<file path="config.mk">
export PLATFORM = sky130hd
export DESIGN_NAME = hd_scoreboard
export DESIGN_NICKNAME = d
export VERILOG_FILES = /design/src/rtl/rv32i_types.sv /design/src/rtl/hd_scoreboard_flush_ctrl.sv /design/src/rtl/hd_scoreboard.sv
export SDC_FILE = /design/constraint.sdc
export NUM_CORES = 1
export LEC_CHECK = 0
export ABC_AREA = 1
export CAP_MARGIN = 40
export CORE_UTILIZATION = 52
export CTS_CLUSTER_SIZE = 12
export DETAILED_ROUTE_END_ITERATION = 6
export PLACE_DENSITY = 0.81
export SYNTH_ARGS = -nofsm -noshare
export SYNTH_HDL_FRONTEND = slang
export SYNTH_SLANG_ARGS = --single-unit
export TNS_END_PERCENT = 20
</file>
<file path="constraint.sdc">
create_clock -name clk -period 3.35 [get_ports clk]
set_clock_uncertainty 0.1 [all_clocks]
set_input_delay 0.67 -clock clk [delete_from_list [all_inputs] [get_ports clk]]
set_output_delay 0.67 -clock clk [all_outputs]
set_load 0.02 [all_outputs]
</file>
<file path="src/rtl/rv32i_types.sv">
// Shared rv32i decode types and helpers, used by the hazard and forwarding units.
package rv32i_types;

    typedef enum logic [6:0] {
        op_lui   = 7'b0110111,
        op_auipc = 7'b0010111,
        op_jal   = 7'b1101111,
        op_jalr  = 7'b1100111,
        op_br    = 7'b1100011,
        op_load  = 7'b0000011,
        op_store = 7'b0100011,
        op_imm   = 7'b0010011,
        op_reg   = 7'b0110011,
        op_csr   = 7'b1110011
    } rv32i_opcode;

    // Instruction reads rs1.
    function automatic logic uses_rs1(rv32i_opcode op);
        case (op)
            op_jalr, op_br, op_load, op_store, op_imm, op_reg: return 1'b1;
            default:                                           return 1'b0;
        endcase
    endfunction

    // Instruction reads rs2 (op_imm carries immediate bits in the rs2 field).
    function automatic logic uses_rs2(rv32i_opcode op);
        case (op)
            op_br, op_store, op_reg: return 1'b1;
            default:                 return 1'b0;
        endcase
    endfunction

endpackage

</file>
<file path="src/rtl/hd_scoreboard_flush_ctrl.sv">
// Front-end flush sequencer: holds flush_o for FLUSH_DEPTH unfrozen cycles per redirect.
//
// state | meaning
// IDLE  | no flush in progress
// FLUSH | flush_o high; fcnt counts remaining unfrozen flush cycles
module hd_flush_ctrl #(
    parameter int FLUSH_DEPTH = 2
) (
    input  logic clk,
    input  logic rst_n,
    input  logic ex_redirect,
    input  logic pipe_freeze,
    output logic flush_o
);

    localparam int FW = $clog2(FLUSH_DEPTH + 1);

    typedef enum logic {
        IDLE  = 1'b0,
        FLUSH = 1'b1
    } flush_state_e;

    flush_state_e   state_q, state_d;
    logic [FW-1:0]  fcnt_q, fcnt_d;

    // State and down-counter registers.
    always_ff @(posedge clk or negedge rst_n) begin
        if (!rst_n) begin
            state_q <= IDLE;
            fcnt_q  <= '0;
        end else begin
            state_q <= state_d;
            fcnt_q  <= fcnt_d;
        end
    end

    // Next state: a redirect always (re)loads the count; frozen cycles do not consume it.
    always_comb begin
        state_d = state_q;
        fcnt_d  = fcnt_q;
        if (ex_redirect) begin
            state_d = FLUSH;
            fcnt_d  = FW'(FLUSH_DEPTH);
        end else if (state_q == FLUSH && !pipe_freeze) begin
            if (fcnt_q == FW'(1)) begin
                state_d = IDLE;
                fcnt_d  = '0;
            end else begin
                fcnt_d = fcnt_q - FW'(1);
            end
        end
    end

    assign flush_o = (state_q == FLUSH);

endmodule

</file>
<file path="src/rtl/hd_scoreboard.sv">
// Per-register pending-count hazard unit for long-latency producers, plus redirect flush.
module hd_scoreboard
    import rv32i_types::*;
#(
    parameter int NREGS       = 32,
    parameter int MAX_PEND    = 4,
    parameter int FLUSH_DEPTH = 2
) (
    input  logic                          clk,
    input  logic                          rst_n,
    input  logic                          id_valid,
    input  rv32i_opcode                   id_opcode,
    input  logic [4:0]                    id_rs1,
    input  logic [4:0]                    id_rs2,
    input  logic [4:0]                    id_rd,
    input  logic                          id_long_ext,
    input  logic                          pipe_freeze,
    input  logic                          wb_valid,
    input  logic                          wb_long,
    input  logic [4:0]                    wb_rd,
    input  logic                          ex_redirect,
    output logic                          stall_o,
    output logic                          flush_o,
    output logic                          sb_full_o,
    output logic [$clog2(MAX_PEND+1)-1:0] pend_total_o,
    output logic                          sb_err_o
);

    localparam int CW = $clog2(MAX_PEND + 1);

    logic [CW-1:0] cnt_q [NREGS];
    logic [CW-1:0] cnt_d [NREGS];
    logic [CW-1:0] total_q, total_d, total_eff;
    logic          err_q, err_d;

    logic          ret, is_long, busy1, busy2, raw, strc, fire, iss, ret_tot;
    logic [CW-1:0] cnt_rs1, cnt_rs2;

    hd_flush_ctrl #(.FLUSH_DEPTH(FLUSH_DEPTH)) u_flush (
        .clk         (clk),
        .rst_n       (rst_n),
        .ex_redirect (ex_redirect),
        .pipe_freeze (pipe_freeze),
        .flush_o     (flush_o)
    );

    assign ret     = wb_valid & wb_long & (wb_rd != 5'd0);
    assign is_long = (id_opcode == op_load) | id_long_ext;
    assign cnt_rs1 = cnt_q[id_rs1];
    assign cnt_rs2 = cnt_q[id_rs2];

    // A same-cycle retire of the last pending producer clears the hazard (regfile writes through).
    assign busy1 = (id_rs1 != 5'd0) & (cnt_rs1 != '0)
                 & ~(ret & (wb_rd == id_rs1) & (cnt_rs1 == CW'(1)));
    assign busy2 = (id_rs2 != 5'd0) & (cnt_rs2 != '0)
                 & ~(ret & (wb_rd == id_rs2) & (cnt_rs2 == CW'(1)));

    assign total_eff = (ret && total_q != '0) ? total_q - CW'(1) : total_q;

    assign raw  = id_valid & ((uses_rs1(id_opcode) & busy1) | (uses_rs2(id_opcode) & busy2));
    assign strc = id_valid & is_long & (id_rd != 5'd0) & (total_eff == CW'(MAX_PEND));

    assign stall_o = (raw | strc) & ~flush_o;
    assign fire    = id_valid & ~stall_o & ~flush_o & ~pipe_freeze;
    assign iss     = fire & is_long & (id_rd != 5'd0);
    assign ret_tot = ret & ((total_q != '0) | iss);

    // Next-state counts: +1 on issue, -1 on retire, a retire against zero flags an error.
    always_comb begin
        err_d = err_q;
        for (int r = 0; r < NREGS; r++) begin
            cnt_d[r] = cnt_q[r];
        end
        for (int r = 1; r < NREGS; r++) begin
            if (ret && wb_rd == 5'(r) && cnt_q[r] == '0) begin
                err_d = 1'b1;
            end
            if (iss && id_rd == 5'(r) && !(ret && wb_rd == 5'(r))) begin
                cnt_d[r] = cnt_q[r] + CW'(1);
            end else if (ret && wb_rd == 5'(r) && !(iss && id_rd == 5'(r))
                         && cnt_q[r] != '0) begin
                cnt_d[r] = cnt_q[r] - CW'(1);
            end
        end
        total_d = total_q;
        if (iss && !ret_tot) begin
            total_d = total_q + CW'(1);
        end else if (!iss && ret_tot) begin
            total_d = total_q - CW'(1);
        end
    end

    // Scoreboard registers.
    always_ff @(posedge clk or negedge rst_n) begin
        if (!rst_n) begin
            for (int r = 0; r < NREGS; r++) begin
                cnt_q[r] <= '0;
            end
            total_q <= '0;
            err_q   <= 1'b0;
        end else begin
            for (int r = 0; r < NREGS; r++) begin
                cnt_q[r] <= cnt_d[r];
            end
            total_q <= total_d;
            err_q   <= err_d;
        end
    end

    assign sb_full_o    = (total_q == CW'(MAX_PEND));
    assign pend_total_o = total_q;
    assign sb_err_o     = err_q;

endmodule
</file>
==> Word level (Yosys, flattened, before mapping) <==
Index checks and enable logic that the tools add are counted.
{ "totals": {"regBits": 100, "inputBits": 35, "output_inout_bits": 7, "word_cells": 683} }
{ "op_classes": {"n_addsub": 65, "order_cmp": 2, "eq_ne": 75, "mux": 110, "n_bitwise": 34, "reduce_logical": 362} }
{ "op_table": {"columns": ["cell", "count"], "rows": [
  ["$mux 3", 69],
  ["$logic_and 1x1->1", 190],
  ["$eq 5x5->1 const B", 32],
  ["$reduce_bool 3->1", 34],
  ["$add 3x1->3 const B", 32],
  ["$sub 3x1->3 const B", 32],
  ["$logic_not 3->1", 31],
  ["$eq 5x4->1 const B", 16],
  ["$reduce_bool 2->1", 34],
  ["$logic_not 1->1", 65],
  ["$eq 5x3->1 const B", 8],
  ["$mux 1", 36],
  ["$reduce_bool 31->1", 1],
  ["$bmux 3 s5", 2],
  ["$and 1x1->1", 23],
  ["$eq 5x2->1 const B", 4],
  ["$reduce_bool 5->1", 4],
  ["$eq 7x6->1 const B", 2],
  ["$eq 7x7->1 const B", 2],
  ["$ge 6x6->1 const B", 2],
  ["$not 5->6", 2],
  ["$eq 5x1->1 const B", 2],
  ["$eq 5x5->1", 2],
  ["$eq 7x2->1 const B", 1],
  ["11 further kinds", 22]
]} }

==> Depth between registers and ports, before layout <==
{ "depth": {"depth_word": 35, "mapped_depth": 27, "mapped_depth_nobuf": 24} }

==> Cells and area by module <==
A second synthesis with hierarchy kept.
{ "unflattened": {"cells_unflattened": 1282, "area_unflattened_um2": 8599.5} }
{ "modules_own_cells": {"columns": ["module", "n_inst", "cells_per_inst", "area_per_inst_um2", "seq_area_each_um2"], "rows": [
  ["hd_scoreboard", 1, 1262, 8444.3, 2427.3],
  ["hd_flush_ctrl", 1, 20, 155.1, 75.1]
]} }

==> Worst setup path before layout <==
No wires, ideal clock.
{ "synth_timing": {"kind": "input to register", "start": "input port id_rs1[0]", "end": "register cnt_q[65] in the netlist's numbering", "setup_ps": 113, "arrival_ps": 2868, "t_required_ps": 3137, "slack_ps": 269, "path_stages": 24, "path_buffers": 3, "path_cell_list": "buf_4 -> inv_4 -> buf_4 -> nand2_1 -> nand3_1 -> nand3_1 -> nand2_1 -> nand2_1 -> nand2_1 -> nand3_1 -> nand3_1 -> nand2_1 -> nand2_4 -> nand3_4 -> nor2_1 -> buf_2 -> nand3_1 -> fa_1 -> nand2_1 -> nand2_1 -> nand2_1 -> nand2_1 -> nand2_1 -> inv_1"} }
{ "synth_between": {"elab_chain_len": 24, "word_cells_on_any_way": 31, "classes_between": "eq/ne (2); mux (4); bitwise (17); reduce/logical (8)"} }
{ "synth_lines": {"columns": ["item", "line_no", "source"], "rows": [
  ["from (decl)", "hd_scoreboard.sv:13", "input logic [4:0] id_rs1,"],
  ["$not 5->6 (not written as such)", "hd_scoreboard.sv:49", "assign cnt_rs1 = cnt_q[id_rs1];"],
  ["$bmux 3 s5", "hd_scoreboard.sv:49", null],
  ["$mux 3 (not written as such) (2 in a row)", "hd_scoreboard.sv:49", null],
  ["$eq 3x1->1", "hd_scoreboard.sv:54", "& ~(ret & (wb_rd == id_rs1) & (cnt_rs1 == CW'(1)));"],
  ["$and 1x1->1", "hd_scoreboard.sv:54", null],
  ["$not 1->1", "hd_scoreboard.sv:54", null],
  ["$and 1x1->1 *", "hd_scoreboard.sv:54", null],
  ["$and 1x1->1 *", "hd_scoreboard.sv:60", "assign raw = id_valid & ((uses_rs1(id_opcode) & busy1) | (uses_rs2(id_opcode) & busy2));"],
  ["[... 4 more ...]", null, null],
  ["$not 1->1 *", "hd_scoreboard.sv:64", "assign fire = id_valid & ~stall_o & ~flush_o & ~pipe_freeze;"],
  ["$and 1x1->1 * (3 in a row)", "hd_scoreboard.sv:64", null],
  ["$and 1x1->1 * (2 in a row)", "hd_scoreboard.sv:65", "assign iss = fire & is_long & (id_rd != 5'd0);"],
  ["$logic_and 1x1->1 *", "hd_scoreboard.sv:78, hd_scoreboard.sv:80", null],
  ["$logic_not 1->1", "hd_scoreboard.sv:80", "end else if (ret && wb_rd == 5'(r) && !(iss && id_rd == 5'(r))"],
  ["$logic_and 1x1->1", "hd_scoreboard.sv:80", null],
  ["$logic_and 1x1->1", "hd_scoreboard.sv:81", "&& cnt_q[r] != '0) begin"],
  ["$reduce_bool 2->1 (no line)", null, null],
  ["to (signal, indexed assignment)", "hd_scoreboard.sv:103", "cnt_q[r] <= cnt_d[r];"],
  ["to (decl)", "hd_scoreboard.sv:31", "logic [CW-1:0] cnt_q [NREGS];"]
]} }
Mark *: on every way between the ends. The rest lies on a longest branch, timed or not. The select of a mux whose other input is x is not followed.
A chain may end at the register's enable or synchronous reset.

==> Final worst setup path <==
{ "layout_timing": {"start": "input port id_rs1[1]", "end": "output port stall_o"} }
{ "layout_between": {"elab_chain_len": 13, "word_cells_on_any_way": 18, "classes_between": "eq/ne (2); mux (3); bitwise (11); reduce/logical (2)"} }
{ "layout_lines": {"columns": ["item", "line_no", "source"], "rows": [
  ["$not 5->6 (not written as such)", "hd_scoreboard.sv:49", null],
  ["$bmux 3 s5", "hd_scoreboard.sv:49", null],
  ["$mux 3 (not written as such) (2 in a row)", "hd_scoreboard.sv:49", null],
  ["$eq 3x1->1", "hd_scoreboard.sv:54", null],
  ["$and 1x1->1", "hd_scoreboard.sv:54", null],
  ["$not 1->1", "hd_scoreboard.sv:54", null],
  ["$and 1x1->1 *", "hd_scoreboard.sv:54", null],
  ["$and 1x1->1 *", "hd_scoreboard.sv:60", null],
  ["$or 1x1->1 *", "hd_scoreboard.sv:60", null],
  ["$and 1x1->1 *", "hd_scoreboard.sv:60", null],
  ["$or 1x1->1 *", "hd_scoreboard.sv:63", "assign stall_o = (raw | strc) & ~flush_o;"],
  ["$and 1x1->1 *", "hd_scoreboard.sv:63", null],
  ["to (decl)", "hd_scoreboard.sv:22", "output logic stall_o,"]
]} }
Marks and branches as above.

==> results.txt <==
----------------------------------------------------
[Setup path]
  Sort of element at the start of the critical path ... input pin
  Setup crit end kind ... output port
  Kind of critical path ... in2out
  Worst reg-to-reg path cell count ... 21
  Source of the worst register-to-register timing path ... cnt_q[1]
  Critical path fanouts, max ... 7
  Reg2Reg Capture Point ... cnt_q[86]
  Data arrival time of the worst path ... 2.55 ns
  Flop2flop setup slack ... about 0.18 ns
  Data required time at the worst endpoint ... 2.58 ns

[Timing]
  Setup TNS ... 0 ns
  Post-route minimum period ... ~3.3 ns
  Final setup slack of the worst path ... 0.0325 ns
  Final setup fails ... 0
  Worst Max-Slew Pin Slew ... between 0.5 and 0.6 ns
  Highest clock rate ... roughly 300 MHz
  Count of final max-slew check failures ... 0
  Unrepaired setup endpoints after global routing ... yes
  Slew headroom ... between 50% and 60%
  Final period util ... between 90% and 100%
  Number of hold violations in the final report ... 0

[Place]
  Routability-driven placement congestion ratio ... 1.00
  Final HPWL from detailed placement ... about 24 mm
  Number of input and output port buffers inserted ... between 40 and 50
  Setup WS pre-CTS ... -0.699 ns

[Yosys]
  Number of synthesized flops with an enable pin ... 0
  Netlist area before placement ... between 8000 and 9000 um2
  Fraction of synthesis flops using an asynchronous set or reset pin ... 100%
  Number of warnings issued by yosys ... 0
  Proportion of synthesized chip area in sequential cells ... ~28%
  Top cell type by total area after synthesis ... sky130_fd_sc_hd__dfrtp_1
  Dominant synthesized flop cell ... sky130_fd_sc_hd__dfrtp_1
  Instance count of the mapped netlist ... 1439
  Area fraction of the dominant cell type after synthesis ... between 20 and 30%
  Top area cells in the synthesized netlist ... sky130_fd_sc_hd__dfrtp_1, sky130_fd_sc_hd__nand2_1, sky130_fd_sc_hd__nand3_1
  Syn Nets ... roughly 1500
  Post-synth cell types ... 44
  Number of synthesized register bits ... 100
  Avg Synthesized Cell Area ... around 6.2 um2

[Die]
  Initial Util ... roughly 54%
  Area enclosed by the die boundary ... roughly 18000 um2
  I/O Pins ... 42
  Total core area ... about 17000 um2
  Y dimension of the die ... around 130 um
  # rows ... 47
  Die outline width ... between 100 and 150 um

[Clock network]
  Number of clock sinks ... 100
  Clk_lat worst skew ... around 0.36 ns
  Clk Tree Root Cell ... sky130_fd_sc_hd__clkbuf_16
  Post-CTS clock slew at the launch and capture registers of the worst setup and hold paths ... around 0.070 ns
  Number of CTS-inserted buffers ... 9
  Total of hold buffers inserted after clock tree synthesis ... 0
  Clock tree from TritonCTS ... done
  Longest Clk Path Bufs ... 2
  H-tree depth ... 3

[Layout]
  Count of filler cells inserted in the layout ... roughly 1500
  Storage cell area ... around 2500 um2
  Net count reported at finish ... ~1700
  Area used by multi-input combinational logic ... 5580 um2
  Highest-count cells in the layout ignoring fill and taps ... sky130_fd_sc_hd__nand2_1, sky130_fd_sc_hd__inv_1, sky130_fd_sc_hd__nand3_1
  Most common library cell in the layout ignoring fill and taps ... sky130_fd_sc_hd__nand2_1
  Synth-to-Final Area Change ... 23.4%
  Fraction of final layout cells sized beyond drive strength 1 ... about 16%

[Drt]
  Vias post-DR ... ~10000
  Vias per inst ... 5.55
  Antenna-violating nets left ... 0
  Detailed-route DRC error count ... 0
  Average wire per standard cell ... around 17 um
  Number of detailed-route iterations in the first pass ... 6
  Final WL ... between 30 and 40 mm
  Violation count after the first detailed-route iteration ... about 1200

[Power and ir drop]
  Worst vdd ir ... around 330 uV
  Leakage power ... ~5.8 nW
  Pwr Density ... roughly 460 nW/um2

[Global route]
  Global-route wire length before repair ... slightly below 50 mm
  Pin count of the biggest net entering global routing ... 57
  Overflow left after global routing ... 0
  Via count of the first global-routing pass ... between 9000 and 10000
  Antenna violations before repair ... 1
  Tot GR Track Use ... 35.3%

[Hold path]
  Class of the most critical hold timing path ... in2async

[Run status]
  Outcome ... finished, final reports clean

[Job]
  Max Cap Violations ... 0

----------------------------------------------------
-- power by group --
group	switching (mW)	internal [mW]	total [mW]	leakage [nW]
Combinational	1.34	0.818	2.16	4.40
Clock	0.516	0.517	1.03	0.142
Sequential	0.389	1.55	1.93	1.25
-- logic make-up after synthesis --
logic type                 Yosys count  share of synthesized area (%)
AOI/OAI and AO/OA                   71                           4.51
xor gates and xnor gates            20                           1.95
and+or+nand+nor                    954                           46.0
DFF                                100                           27.9
adders and majority gates           36                           7.61
buffers and inverters              258                           12.1
-- stage by stage --
stage,hold WS [ns],utilization [%],total power [mW],instances,instance area (um2)
finish,0.200,66.4,5.13,1824,11100
global route,0.254,66.3,5.52,1823,11100
CTS,0.224,65.8,5.08,1821,11000
detailed placement,0.358,62.9,4.01,1799,10500
global placement,0.353,62.9,3.91,1799,10500
floorplan,0.274,-,3.29,1439,8980
-- worst max path at each step --
stage,from,end,slack [ns],cells after the start
6_report,id_rs1[1],stall_o,0.03,16
5_1_grt,id_rs1[1],cnt_q[92],-0.05,24
4_1_cts,wb_rd[1],cnt_q[53],0.007,23
3_5_place_dp,id_rs2[0],stall_o,-0.70,16
3_3_place_gp,id_rs2[0],stall_o,-0.68,17
2_1_floorplan,id_rs1[0],cnt_q[65],0.27,24
-- synth_stat cells (3+ instances only) --
cell,n
sky130_fd_sc_hd__clkinv_1,3
sky130_fd_sc_hd__o21ai_1,14
sky130_fd_sc_hd__nand3_1,176
sky130_fd_sc_hd__nand2_2,5
sky130_fd_sc_hd__inv_4,3
sky130_fd_sc_hd__nor2_1,158
sky130_fd_sc_hd__a21oi_1,24
sky130_fd_sc_hd__nor2_2,5
sky130_fd_sc_hd__ha_1,5
sky130_fd_sc_hd__nand3_2,14
sky130_fd_sc_hd__buf_4,6
sky130_fd_sc_hd__inv_1,202
sky130_fd_sc_hd__nand2_1,525
sky130_fd_sc_hd__nand3b_1,8
sky130_fd_sc_hd__buf_6,8
sky130_fd_sc_hd__buf_2,12
sky130_fd_sc_hd__nor3_1,15
sky130_fd_sc_hd__fa_1,31
sky130_fd_sc_hd__nand4_1,40
sky130_fd_sc_hd__xor2_1,18
sky130_fd_sc_hd__dfrtp_1,100
sky130_fd_sc_hd__o22ai_1,4
sky130_fd_sc_hd__clkbuf_1,8
sky130_fd_sc_hd__o21ai_0,16
sky130_fd_sc_hd__o211ai_1,3
sky130_fd_sc_hd__inv_2,15
-- state kept, by name (all words and copies together) (netlist names) --
signal and count:
u_flush.fcnt_q 2, sb_err_o 1, pend_total_o 3, cnt_q 93
u_flush.flush_o 1
-- per-layer routing --
layer  GRT usage [%]  vias up  routed length, um
met5               0        -                  0
met4            18.6        0               1780
met3            5.82      127               2690
met2            57.8      556              13800
met1            45.0     4629              12300
li1                -     4818                  -
-- critical path, cell delays in order --
cell and delay [ns]:
sky130_fd_sc_hd__dlygate4sd2_1 0.24, sky130_fd_sc_hd__buf_6 0.14, sky130_fd_sc_hd__nor2_4 0.13, sky130_fd_sc_hd__buf_4 0.18, sky130_fd_sc_hd__nand2_1 0.07, sky130_fd_sc_hd__nand3_2 0.11
sky130_fd_sc_hd__nand3_2 0.10, sky130_fd_sc_hd__nand2_1 0.07, sky130_fd_sc_hd__nand2_1 0.06, sky130_fd_sc_hd__nand3_2 0.07, sky130_fd_sc_hd__nand3_2 0.08, sky130_fd_sc_hd__nand2_2 0.11
sky130_fd_sc_hd__nand2_4 0.06, sky130_fd_sc_hd__buf_4 0.13, sky130_fd_sc_hd__a21oi_2 0.15, sky130_fd_sc_hd__buf_4 0.16
-- repair_timing --
item                                    CTS  global route
resized for setup                        65            36
cloned                                    2             0
buffers inserted                          4             2
pin swaps                                17            17
endpoints found under the setup margin   69            66
-- area by class of cell --
cell class	count	area share (%)
Timing Repair Buffer	183	14.2
Inverter	223	7.78
Clock buffer	9	2.03
Antenna cell	1	0.0226
Tap cell	220	2.48
Sequential cell	100	22.6
Multi-Input combinational cell	1081	50.4
Clock inverter	7	0.508
(Power assumes the default switching activity.)
